## src/rtl/io_pkg.sv

```systemverilog
`default_nettype none
// ============================================================================
//  Module      : io_pkg
//  Description : Shared FSM state encoding and index-width helpers for the
//                IO/interrupt controller.
//  Revision    : 1.0
// ============================================================================
package io_pkg;

    localparam int c_state_w = 2;

    typedef enum logic [c_state_w-1:0] {
        ST_IDLE    = 2'd0,
        ST_REQ     = 2'd1,
        ST_SERVICE = 2'd2
    } irq_state_e;

    // Index width for n items; never below one bit so single-entry buses stay legal.
    function automatic int idx_w(input int n);
        return (n > 1) ? $clog2(n) : 1;
    endfunction

endpackage
`default_nettype wire

```

## src/rtl/irq_arbiter.sv

```systemverilog
`default_nettype none
// ============================================================================
//  Module      : irq_arbiter
//  Description : Edge-detect, mask, pending and fixed-priority request FSM.
//  Revision    : 1.0
// ============================================================================
module irq_arbiter
    import io_pkg::*;
#(
    parameter int NIRQ = 4
) (
    input  logic                    clk,
    input  logic                    reset,
    input  logic [NIRQ-1:0]         irq_in,
    input  logic                    mask_we,
    input  logic [NIRQ-1:0]         mask_wdata,
    input  logic                    irq_ack,
    input  logic                    irq_eoi,
    output logic                    irq_req,
    output logic [idx_w(NIRQ)-1:0]  irq_vec
);

    localparam int c_vw = idx_w(NIRQ);

    irq_state_e         r_state;
    irq_state_e         w_state_nx;
    logic [NIRQ-1:0]    r_irq_d;
    logic [NIRQ-1:0]    r_pending;
    logic [NIRQ-1:0]    r_mask;
    logic [c_vw-1:0]    r_vec;

    logic [NIRQ-1:0]    w_edge;
    logic [NIRQ-1:0]    w_active;
    logic [NIRQ-1:0]    w_clr;
    logic               w_any;
    logic               w_take_ack;
    logic [c_vw-1:0]    w_win;

    assign w_edge     = irq_in & ~r_irq_d & ~r_mask;
    assign w_active   = r_pending & ~r_mask;
    assign w_any      = |w_active;
    assign w_take_ack = (r_state == ST_REQ) && irq_ack;
    assign w_clr      = w_take_ack ? (NIRQ'(1) << r_vec) : '0;

    // Scan downward so the lowest active index is the last assignment.
    always_comb begin
        w_win = '0;
        for (int i = NIRQ - 1; i >= 0; i--) begin
            if (w_active[i]) begin
                w_win = c_vw'(i);
            end
        end
    end

    always_ff @(posedge clk or negedge reset) begin
        if (!reset) begin
            r_irq_d   <= '0;
            r_pending <= '0;
            r_mask    <= '1;
        end else begin
            r_irq_d   <= irq_in;
            r_pending <= (r_pending & ~w_clr) | w_edge;
            if (mask_we) begin
                r_mask <= mask_wdata;
            end
        end
    end

    always_ff @(posedge clk or negedge reset) begin
        if (!reset) begin
            r_state <= ST_IDLE;
            r_vec   <= '0;
        end else begin
            r_state <= w_state_nx;
            if (r_state == ST_IDLE && w_any) begin
                r_vec <= w_win;
            end
        end
    end

    always_comb begin
        w_state_nx = r_state;
        case (r_state)
            ST_IDLE:    if (w_any)   w_state_nx = ST_REQ;
            ST_REQ:     if (irq_ack) w_state_nx = ST_SERVICE;
            ST_SERVICE: if (irq_eoi) w_state_nx = ST_IDLE;
            default:                 w_state_nx = ST_IDLE;
        endcase
    end

    always_comb begin
        irq_req = (r_state == ST_REQ);
        irq_vec = r_vec;
    end

endmodule
`default_nettype wire

```

## src/rtl/io_irq_ctrl.sv

```systemverilog
`default_nettype none
// ============================================================================
//  Module      : io_irq_ctrl
//  Description : Parallel IO ports plus edge-triggered interrupt controller.
//                Define IO_SYNC_EN to add a two-flop synchroniser on e_bus.
//  Revision    : 1.0
// ============================================================================
module io_irq_ctrl
    import io_pkg::*;
#(
    parameter int DATA_W = 8,
    parameter int NPORTS = 4,
    parameter int NIRQ   = 4
) (
    input  logic                        clk,
    input  logic                        reset,
    input  logic [NPORTS*DATA_W-1:0]    e_bus,
    output logic [NPORTS*DATA_W-1:0]    s_bus,
    input  logic [idx_w(NPORTS)-1:0]    port_sel,
    input  logic                        we_es,
    input  logic [DATA_W-1:0]           wdata,
    output logic [DATA_W-1:0]           rdata,
    input  logic [NIRQ-1:0]             irq_in,
    input  logic                        mask_we,
    input  logic [NIRQ-1:0]             mask_wdata,
    output logic                        irq_req,
    input  logic                        irq_ack,
    output logic [idx_w(NIRQ)-1:0]      irq_vec,
    input  logic                        irq_eoi
);

    localparam int c_psw = idx_w(NPORTS);

    logic [NPORTS*DATA_W-1:0]   w_e_view;
    logic [DATA_W-1:0]          r_port [NPORTS];
    logic [DATA_W-1:0]          w_in   [NPORTS];

`ifdef IO_SYNC_EN
    logic [NPORTS*DATA_W-1:0]   r_sync1;
    logic [NPORTS*DATA_W-1:0]   r_sync2;

    always_ff @(posedge clk or negedge reset) begin
        if (!reset) begin
            r_sync1 <= '0;
            r_sync2 <= '0;
        end else begin
            r_sync1 <= e_bus;
            r_sync2 <= r_sync1;
        end
    end

    assign w_e_view = r_sync2;
`else
    assign w_e_view = e_bus;
`endif

    generate
        for (genvar p = 0; p < NPORTS; p++) begin : g_port
            always_ff @(posedge clk or negedge reset) begin
                if (!reset) begin
                    r_port[p] <= '0;
                end else if (we_es && port_sel == c_psw'(p)) begin
                    r_port[p] <= wdata;
                end
            end

            assign s_bus[p*DATA_W +: DATA_W] = r_port[p];
            assign w_in[p]                   = w_e_view[p*DATA_W +: DATA_W];
        end
    endgenerate

    assign rdata = w_in[port_sel];

    irq_arbiter #(
        .NIRQ       (NIRQ)
    ) u_irq_arbiter (
        .clk        (clk),
        .reset      (reset),
        .irq_in     (irq_in),
        .mask_we    (mask_we),
        .mask_wdata (mask_wdata),
        .irq_ack    (irq_ack),
        .irq_eoi    (irq_eoi),
        .irq_req    (irq_req),
        .irq_vec    (irq_vec)
    );

endmodule
`default_nettype wire

```

## config.mk

```make
export PLATFORM = sky130hd
export DESIGN_NAME = io_irq_ctrl
export DESIGN_NICKNAME = d
export VERILOG_FILES = /design/src/rtl/io_pkg.sv /design/src/rtl/irq_arbiter.sv /design/src/rtl/io_irq_ctrl.sv
export SDC_FILE = /design/constraint.sdc
export NUM_CORES = 1
export LEC_CHECK = 0
export ABC_AREA = 1
export CAP_MARGIN = 0
export CORE_MARGIN = 4
export CORE_UTILIZATION = 30
export CTS_CLUSTER_SIZE = 40
export DETAILED_ROUTE_END_ITERATION = 10
export PLACE_DENSITY = 0.72
export SLEW_MARGIN = 20
export SYNTH_ARGS = -nofsm -noshare
export SYNTH_HDL_FRONTEND = slang
export SYNTH_SLANG_ARGS = --single-unit
```

## constraint.sdc

```tcl
create_clock -name clk -period 2 [get_ports clk]
set_clock_uncertainty 0.2 [all_clocks]
set_input_delay 0.2 -clock clk [delete_from_list [all_inputs] [get_ports clk]]
set_output_delay 0.2 -clock clk [all_outputs]
set_load 0.005 [all_outputs]
```

After elaboration in Yosys (flattened, before gate mapping)
Cells that the tools add are included.
- order comparisons: 1
- equal/unequal tests: 8
- shift operators: 1
- muxes and demuxes: 12
- bitwise logic cells: 9
- reductions and logical operators: 10
- operators with widths (kind ; count):
    $and A4 B4 Y4 ; 4
    $bmux W8 S2 ; 1
    $mux W8 ; 2
    $mux W2 ; 7
    $not A4 Y4 ; 3
    $eq A2 B2 Y1 const B ; 3
    $logic_and A1 B1 Y1 ; 6
    $pmux W2 S3 ; 1
    $eq A2 B1 Y1 const B ; 2
    $logic_not A2 Y1 ; 2
    $mux W4 ; 1
    $ne A2 B1 Y1 const B ; 2
    $or A4 B4 Y4 ; 1
    $reduce_or A4 Y1 ; 1
    $shl A1 B2 Y4 const A ; 1
    $ge A3 B3 Y1 const B ; 1
    $not A2 Y3 ; 1
    $reduce_and A3 Y1 ; 1
    $ne A2 B2 Y1 const B ; 1
- register bits: 48
- bits of input ports: 56
- output and inout bits: 43
- word-level logic and storage cells: 50

Depth between registers and ports, before layout
- word-level depth: 6
- gate-level depth with buffers: 7
- gate-level depth less buffers: 7

Modules after synthesis
From an unflattened synthesis, not the netlist that was laid out.
- cell total of the unflattened synthesis: 291
- area total of the unflattened synthesis: 2228.4 um^2
- by module, submodules not included (module ; instances ; cells each ; area each (um^2) ; seq. area each (um^2)):
    io_irq_ctrl ; 1 ; 217 ; 1571.5 ; 800.8
    irq_arbiter ; 1 ; 74 ; 656.9 ; 405.4

Least setup slack after synthesis
OpenSTA, ideal clock, no wires.
- path kind: register to register
- start point: register u_irq_arbiter.r_mask[2]
- end point: register u_irq_arbiter.r_vec[0], in the netlist u_irq_arbiter.irq_vec[0]
- library setup time: 117 ps
- arrival time: 888 ps
- data required time: 1683 ps
- path slack: 795 ps
- stages on the path, launching flop included: 8
- buffers on the path: 0
- clock period less this slack: 1205 ps
- cells stage by stage: dfstp_2 > inv_1 > nand2_1 > nand2_1 > nand2_1 > nand2_1 > nand2_1 > nand2_1
- word-level cells in the longest chain between the ends: 5
- elaborated cells on any way between the ends: 7
- those cells by class: mux: 3; bitwise: 2; reduce/logical: 2
- RTL lines (what ; line ; source):
    start, declared ; irq_arbiter.sv:29 ; logic [NIRQ-1:0] r_mask;
    start signal, assigned ; irq_arbiter.sv:64 ; r_mask <= mask_wdata;
    $not A4 Y4 (*) ; irq_arbiter.sv:40 ; assign w_active = r_pending & ~r_mask;
    $and A4 B4 Y4 (*) ; irq_arbiter.sv:40 ;
    $mux W2 (3 in a row) ; irq_arbiter.sv:49 ; if (w_active[i]) begin
    end signal, assigned ; irq_arbiter.sv:76 ; r_vec <= w_win;
    end, declared ; irq_arbiter.sv:30 ; logic [c_vw-1:0] r_vec;
Every way passes the cells marked *; elsewhere a longest branch is shown, timed or not.
A chain may end at the register's enable or synchronous reset.

Worst setup path after layout
- start point: input port port_sel[1]
- end point: output port rdata[6]
- word-level cells in the longest chain between the ends: 4
- RTL lines (what ; line ; source):
    start, declared ; io_irq_ctrl.sv:19 ; input logic [idx_w(NPORTS)-1:0] port_sel,
    $not A2 Y3 (implied by the code) ; io_irq_ctrl.sv:72 ; assign rdata = w_in[port_sel];
    $bmux W8 S2 ; io_irq_ctrl.sv:72 ;
    $mux W8 (implied by the code) (2 in a row) ; io_irq_ctrl.sv:72 ;
    end, declared ; io_irq_ctrl.sv:22 ; output logic [DATA_W-1:0] rdata,
No other way between the ends. The select of a mux whose other input is x is not followed.

==> run metrics <==
final period utilization=95.56%; register area share after synthesis=56.54%; CTS tree=yes; Avg Inst Size Synth=9.524 um2; status=completed; Hold Path Class=in2reg; Core Area=6869 um2; DIE WIDTH=92.33 um; CTS Buffer Depth=2; Root Driver=clkbuf_8; Worst Setup EP=rdata[6]; Crit Path Class=in2out; num rows=30; FF+latch count, synth=48; maxcap violations=0; Max Freq=0.5232 GHz; gr ovfl total=0; worst slew pin tran=0.5924 ns; Pleak=1.530 nW; commonest non-fill, non-tap cell in the layout=clkdlybuf4s50_1; Die H=92.33 um; crit path launch=port_sel[1]; HPWL after DPL=4.567 mm; Final ANT Viol Nets=0; syn nets=280; Initial Util=31.06%; wire per inst=13.08 um; RR Startpoint=u_irq_arbiter.r_mask[1]; Final setup viols=0; most frequent cells in the layout=95 x clkdlybuf4s50_1, 67 x nand2_1, 44 x dfrtp_1, 23 x inv_1, 18 x o21ai_2; CP Capture Type=primary output; Final GP Congestion=0.8273; # clock sinks=48; Slew HR=60.50%; share of cells above drive strength 1=15.32%; Netlist Area Pre-Place=2133 um2; FF-to-FF path depth=7; WHS=0.1736 ns; post-synthesis cell count=224; clock slew at reported path FFs=0.08 ns; Setup Buffers After CTS=0; pwr dens=861.3 nW/um2; ANT cells=0; total CTS buffers=5; IO Pins=99; first-pass GRT wire length=9.418 mm; WP data required=1.60 ns; # nets final=388; RSZ-0062 raised after global routing=no; Ys Warns=0; reg-to-reg slack, setup=0.67 ns; critical-path maximum fanout=9; DR iter-0 viols=48; htree depth=2; Yosys cell types=21; Vias=1,901; Layout area overhead=56.89%; gr usage total=13.63%; Tmin final=1.911 ns; largest net degree at the start of global routing=28; fin. max-slew vios=0; vias per cell=4.431; Fin Setup TNS=0 ns; Die ar.=8524 um2; DRT Pass-1 Iters=4; reg-to-reg critical path endpoint=u_irq_arbiter.irq_vec[0]; initial antenna violation count=0; final wirelength=5.611 mm; IO buf count=98; Final Hold Viols=0; clock latency on the worst-skew pair=0.29 ns; area post-placement=3236 um2; Design Area, Final=3347 um2; Worst VDD drop=0.4312 mV; crit start category=primary input; number of global-route vias before repair=1,959; CP arrival=1.51 ns; DRC=0
worst max-delay path, stage by stage:
cell and delay (ns):
dlygate4sd2_1 0.37, inv_2 0.08, nor2_4 0.19, nand2_1 0.08, nand3_1 0.09, clkdlybuf4s50_1 0.50
where the power goes:
part / internal [W] / switching [W]
clock: 0.000371 / 0.000312
combinational: 0.000518 / 0.000390
sequential: 0.00117 / 0.000126
total: 0.00205 / 0.000828
stage by stage:
step,total power [W],util [%],instances,setup slack [ns]
finish,0.002883,48.73,429,0.08872
global route,0.003083,48.73,429,0.002156
CTS,0.002929,48.78,429,0.08289
detailed placement,0.002231,47.10,420,-0.1820
global placement,0.002205,47.10,420,-0.1592
floorplan,0.001677,-,224,0.7953
synthesized netlist by cell type (all sizes together):
cell type	n	area, um2
dfrtp	44	1101
a22oi	8	60.06
dfstp	4	105.1
o31ai	4	30.03
nand2	75	316.5
nand3b	1	7.510
buf	4	38.78
o21ai	40	267.8
nor3	1	5.000
inv	26	97.59
o211ai	1	7.510
a21oi	1	5.000
nand3	10	50.05
nor2	5	41.29
flip-flops by register name (all words and copies together), names as in the netlist:
| register | count |
|---|---|
| s_bus | 32 |
| u_irq_arbiter.irq_vec | 2 |
| u_irq_arbiter.r_irq_d | 4 |
| u_irq_arbiter.r_mask | 4 |
| u_irq_arbiter.r_pending | 4 |
| u_irq_arbiter.r_state | 2 |
worst min-delay path by stage:
stage	slack [ns]	depth (start not counted)	end	from
after floorplan	-0.30	0	s_bus[0]	reset
after global routing	0.16	1	u_irq_arbiter.r_irq_d[0]	irq_in[0]
final	0.17	1	u_irq_arbiter.r_irq_d[2]	irq_in[2]
after detailed placement	0.04	1	u_irq_arbiter.r_irq_d[0]	reset
after CTS	0.16	1	u_irq_arbiter.r_irq_d[2]	irq_in[2]
after global placement	0.04	1	u_irq_arbiter.r_irq_d[0]	reset
layer usage:
layer / vias up / global-route usage (%) / share of wire (%)
met1: 871 / 16.71 / 43
met2: 74 / 23.69 / 48
met3: 8 / 3.412 / 7.2
met4: 0 / 3.837 / 1.5
li1: 948 / - / -
met5: - / 0 / 0
kinds of logic (layout without fill, tap and decap cells):
group,count (synthesis),in the layout,synth area share (%)
simple gates,92,92,19.71
flops,48,48,56.54
compound gates,54,54,17.36
buf+inv,30,139,6.392
final cells by class:
| type | instances | area, um2 |
|---|---|---|
| Multi-Input combinational cell | 146 | 790.8 |
| Fill cell | 659 | 3522 |
| Clock buffer | 6 | 72.57 |
| Sequential cell | 48 | 1206 |
| Clock inverter | 2 | 35.03 |
| Timing Repair Buffer | 105 | 1025 |
| Inverter | 26 | 97.59 |
| Tap cell | 96 | 120.1 |
what timing repair did:
item,4_1_cts,5_1_grt
endpoints found under the hold margin,24,0
setup endpoints to repair,8,8
hold buffers,1,0
resized for setup,2,2
Power figures use the tool's default switching activity.
==> edit 1, RTL diff (config.mk and constraints unchanged) <==
Build with the macro `IO_SYNC_EN` defined.
--- a/src/rtl/io_irq_ctrl.sv
+++ b/src/rtl/io_irq_ctrl.sv
@@ -5,6 +5,8 @@
 //                Define IO_SYNC_EN to add a two-flop synchroniser on e_bus.
 //  Revision    : 1.0
 // ============================================================================
+`define IO_SYNC_EN
+
 module io_irq_ctrl
     import io_pkg::*;
 #(
Formal check against the unedited RTL: not equivalent (a bounded check fails within 4 cycles, from zero or initial values and one cycle with reset low).
==> edit 1 against the original RTL <==
- power is 83% higher
- routed wire length is 39% higher
- non-clock buffer count is 5 higher
- setup slack worse by 9.8 ps
- clock power is 140% higher
- area after synthesis is 75% higher
- combinational power is 4.3% higher
- global-route usage is 2.0 points lower
- sequential cell count is 64 higher
- die area is 68% higher
- final area is 57% higher
- largest cell class unchanged
- largest power group unchanged
- highest routed layer unchanged
==> edit 1: results (changes against the original RTL) <==
stage	metric	value	unit	change
worst_hold_path	hold_class	primary input to register		
finish	drive_gt1_frac	0.161		+0.00743
place	dp_slack	-317	ps	-135 ps
power	vdd_drop_max	0.419	mV	-2.7%
route	wl_met3	295	microns	-27%
route	highest_layer	met4		
cts	cts_buffers	9		+4
cts	clockRootBuffer	clkbuf_16		
cts	post_cts_buffers	6		+6
global_route	grt.total_usage	0.116		-0.0198
place	dp_hpwl	5.54	mm	+21%
logic_synthesis	ys_seq_area_frac	0.753		+0.187
power	p_clk	1.67	mW	+140%
cts	cts.clk_slew.worst_paths	70	ps	
logic_synthesis	syn_nets	345		+23%
critical_path	crit_arrival	1520	ps	
outcome	outcome	completed		
critical_path	path_max_fanout	9		unchanged
logic_synthesis	synth_common_cells	dfrtp_1, nand2_1, inv_1, o21ai_0, o21ai_2		
route	wirelength	7.82	mm	+39%
finish	final_nets	462		+19%
global_route	grt_pass1_vias	2617		+34%
cts	cts-htree-levels	3		+1
global_route	antenna_found_initial	0		unchanged
cts	clockBufferDepth	2		unchanged
logic_synthesis	synth.distinct_cells	18		-14%
route	drt_iter0_markers	111		+130%
power	switching_share	0.256		-0.0313
finish	antenna_cells	0		unchanged
global_route	grtUsageMet2	0.191		-0.0462
power	power.leakage	2.36	nW	+55%
global_route	grt_use_met3	0.0245		-0.00961
route	wl_met2	3.97	mm	+48%
global_route	grt_max_degree	113		+300%
route	vias	2443		+29%
route	wl_met1	3.34	mm	+37%
logic_synthesis	async_reset_ff_frac	1.00		unchanged
place	routabilityCongestion	0.799		-3.5%
logic_synthesis	synth.area.top_cells	dfrtp_1, nand2_1, o21ai_2		
sta	worst_slew_pin_slew	571	ps	-21.0 ps
cts	cts_hold_buf	1		unchanged
global_route	use_met1	0.146		-0.0208
logic_synthesis	ys.warnings.count	0		unchanged
global_route	grt_pass1_wl	13.0	mm	+38%
place	portBuffers	98		unchanged
cts	cts_resized	6		+4
power	p_seq	2.67	mW	+110%
cts	clkLatencyLatePin	340	ps	+50 ps
route	dr.pass1.iters	4		unchanged
place	place_area	0.00493	sq mm	+52%
## edit 1: cell count changes in the layout (fill, tap and decap cells not counted), sizes merged, moves of 2 or more
cell,unedited run,this run
nand2,75,80
buf,7,12
clkbuf,7,11
inv,26,23
o21ai,40,43
nand3b,1,3
clkinvlp,0,4
dfrtp,44,108
o31ai,4,0
## edit 1: stage by stage
stage               hold slack (ps)  power (mW)  cells
floorplan                      -296        3.06    289
global placement                113        3.62    556
detailed placement              124        3.66    556
CTS                            79.4        5.37    579
global route                   74.6        5.59    579
finish                         92.0        5.29    579
## edit 1: path summary, 6_finish.rpt
kind	endpoint	slack (ps)	start	depth (start not counted)
worst max-delay path	rdata[6]	80	port_sel[0]	5
worst max register to register	u_irq_arbiter.r_pending[3]	660	u_irq_arbiter.r_state[1]	4
min in group asynchronous	r_sync2[31]	260	reset	3
max in group asynchronous	s_bus[1]	900	reset	3
worst min-delay path	r_sync1[11]	90	e_bus[11]	1
worst min register to register	r_sync2[22]	150	r_sync1[22]	0
## edit 1: cells by family (layout without fill, tap and decap cells)
group                  Yosys count  after routing  synth area share
and+or+nand+nor                 99             99             0.121
buffers and inverters           26            148            0.0325
DFF                            112            112             0.753
AOI/OAI and AO/OA               52             52            0.0933
## edit 1: worst max-delay path: stages
cell,delay [ps]
clkdlybuf4s15_2,240
nor2_4,300
a22oi_1,140
nand3_1,120
clkdlybuf4s50_1,510
## edit 1: final cells by class
type / instances / area, sq um
well taps: 168 / 210
repair buffers: 110 / 1080
clock buffers: 11 / 243
flip-flops and latches: 112 / 2810
inverters: 22 / 82.6
fillers: 1164 / 6840
clock inverters: 5 / 41.3
multi-input cells: 151 / 806
==> edit 2, RTL diff (same settings) <==
Without the edit above. Add an input register stage for `irq_in`, `irq_ack` and `irq_eoi`, without a reset; this delays them by one clock. The other inputs are not delayed to match.
--- a/src/rtl/io_irq_ctrl.sv
+++ b/src/rtl/io_irq_ctrl.sv
@@ -30,6 +30,16 @@
 );
 
     localparam int c_psw = idx_w(NPORTS);
+
+    logic [NIRQ-1:0] irq_q;
+    logic irq_ack_q;
+    logic irq_eoi_q;
+
+    always_ff @(posedge clk) begin
+        irq_q     <= irq_in;
+        irq_ack_q <= irq_ack;
+        irq_eoi_q <= irq_eoi;
+    end
 
     logic [NPORTS*DATA_W-1:0]   w_e_view;
     logic [DATA_W-1:0]          r_port [NPORTS];
@@ -76,11 +86,11 @@
     ) u_irq_arbiter (
         .clk        (clk),
         .reset      (reset),
-        .irq_in     (irq_in),
+        .irq_in     (irq_q),
         .mask_we    (mask_we),
         .mask_wdata (mask_wdata),
-        .irq_ack    (irq_ack),
-        .irq_eoi    (irq_eoi),
+        .irq_ack    (irq_ack_q),
+        .irq_eoi    (irq_eoi_q),
         .irq_req    (irq_req),
         .irq_vec    (irq_vec)
     );
Formal check against the unedited RTL: not equivalent (Yosys sat finds a counterexample within 4 cycles, from zero or initial values and one cycle with reset low).
==> edit 2 against the original RTL <==
- sequential cell count is 6 higher
- area after synthesis is 5.6% higher
- routed wire length is 5.8% higher
- setup slack hardly changed
- critical path type unchanged
- critical endpoint is now rdata[0]
- power is 0.75% higher
- final area is 3.4% higher
- hold slack worse by 47 ps
- synthesized cell count is 3.1% higher
==> edit 2: results (changes against the original RTL) <==
stage	metric	value	unit	change
logic_synthesis	synth_common_cells	nand2_1, dfrtp_1, inv_1, o21ai_0, o21ai_2		
route	dr.pass1.iters	5		+1
outcome	outcome	completed		
cts	cts.clk_slew.worst_paths	100	ps	+20 ps
global_route	grt.total_usage	0.131		-0.00560
route	vias_per_cell	4.47		+0.93%
place	dp_hpwl	4.67	mm	+2.3%
global_route	grtUsageMet2	0.231		-0.00609
critical_path	path_max_fanout	9		unchanged
finish	largest_reg_flops	32		unchanged
logic_synthesis	synth.area.top_cells	dfrtp_1, nand2_1, o21ai_2		
global_route	grt_pass1_wl	9.15	mm	-2.9%
global_route	grt_max_degree	26		-7.1%
finish	fill_cells	721		+9.4%
finish	drive_gt1_frac	0.150		-0.00271
logic_synthesis	syn_nets	287		+2.5%
logic_synthesis	ys_seq_area_frac	0.589		+0.0235
global_route	grt_pass1_vias	1872		-4.4%
logic_synthesis	async_reset_ff_frac	0.889		-0.111
power	power.leakage	1.55	nW	+1.4%
sta	relSlewSlack	0.611		+0.00621
route	wirelength	5.94	mm	+5.8%
global_route	use_met1	0.154		-0.0126
place	routabilityCongestion	0.753		-9.0%
power	power.internal	2.04	mW	-0.79%
power	vdd_drop_max	0.343	mV	-20%
finish	final_nets	394		+1.5%
global_route	grt_use_met3	0.0398		+0.00572
route	drt_iter0_markers	65		+35%
logic_synthesis	synth_edf_count	0		unchanged
[edit 2: through the flow]
step                worst slack [ps]  setup TNS (ps)  power [mW]  instances  area, sq um
floorplan                        648               0        1.77        231         2250
global placement                -147           -1100        2.29        429         3360
detailed placement              -217           -1520        2.32        429         3360
CTS                             47.0               0        2.95        438         3460
global route                    16.2               0        3.10        438         3460
finish                          88.4               0        2.90        438         3460
[edit 2: timing repair]
action | in CTS | in global routing
hold buffers | 1 | 0
gates resized for setup | 2 | 3
endpoints found under the setup margin | 8 | 8
endpoints found under the hold margin | 20 | 0
[edit 2: routing by layer]
layer / wire (microns) / up-vias
met2: 2860 / 90
met4: 64 / 0
met3: 608 / 7
met5: 0 / -
met1: 2400 / 894
li1: - / 968
[edit 2: path summary, 6_finish.rpt]
check	endpoint	start	cells past startpoint	slack, ps
min reg2reg	u_irq_arbiter.r_irq_d[1]	irq_q[1]	0	150
min	irq_q[1]	irq_in[1]	1	130
max in group asynchronous	s_bus[13]	reset	3	840
max reg2reg	u_irq_arbiter.r_state[0]	u_irq_arbiter.r_mask[1]	5	470
max	rdata[0]	port_sel[1]	5	90
min in group asynchronous	u_irq_arbiter.r_irq_d[3]	reset	2	230
[edit 2: kinds of logic (layout without fill, tap and decap cells)]
group                  after synthesis  in the layout  synth area share
AND/OR/NAND/NOR                     95             95             0.191
AO/OA/AOI/OAI                       55             55             0.164
buffers and inverters               27            135            0.0556
flip-flops                          54             54             0.589
[edit 2: worst max-delay path: cells and delay by family]
kind | cells | cell delay [ps]
buffers and inverters | 2 | 810
AND/OR/NAND/NOR | 2 | 400
AO/OA/AOI/OAI | 1 | 110
[edit 2: area by class of cell]
cell class | instances | area, sq um | area share
sequential | 54 | 1330 | 0.383
inverter | 23 | 86.3 | 0.0249
timing repair buffer | 104 | 1030 | 0.298
clock buffer | 5 | 68.8 | 0.0199
multi-input combinational | 150 | 801 | 0.231
clock inverter | 3 | 25.0 | 0.00723
tap | 99 | 124 | 0.0358
[edit 2: power by group through the flow]
stage | Combinational, mW | Clock (mW) | Sequential, mW
2_1_floorplan | 0.355 | 0 | 1.41
3_3_place_gp | 0.863 | 0 | 1.43
3_5_place_dp | 0.884 | 0 | 1.43
4_1_cts | 0.887 | 0.645 | 1.41
5_1_grt | 0.983 | 0.681 | 1.44
6_report | 0.874 | 0.620 | 1.41
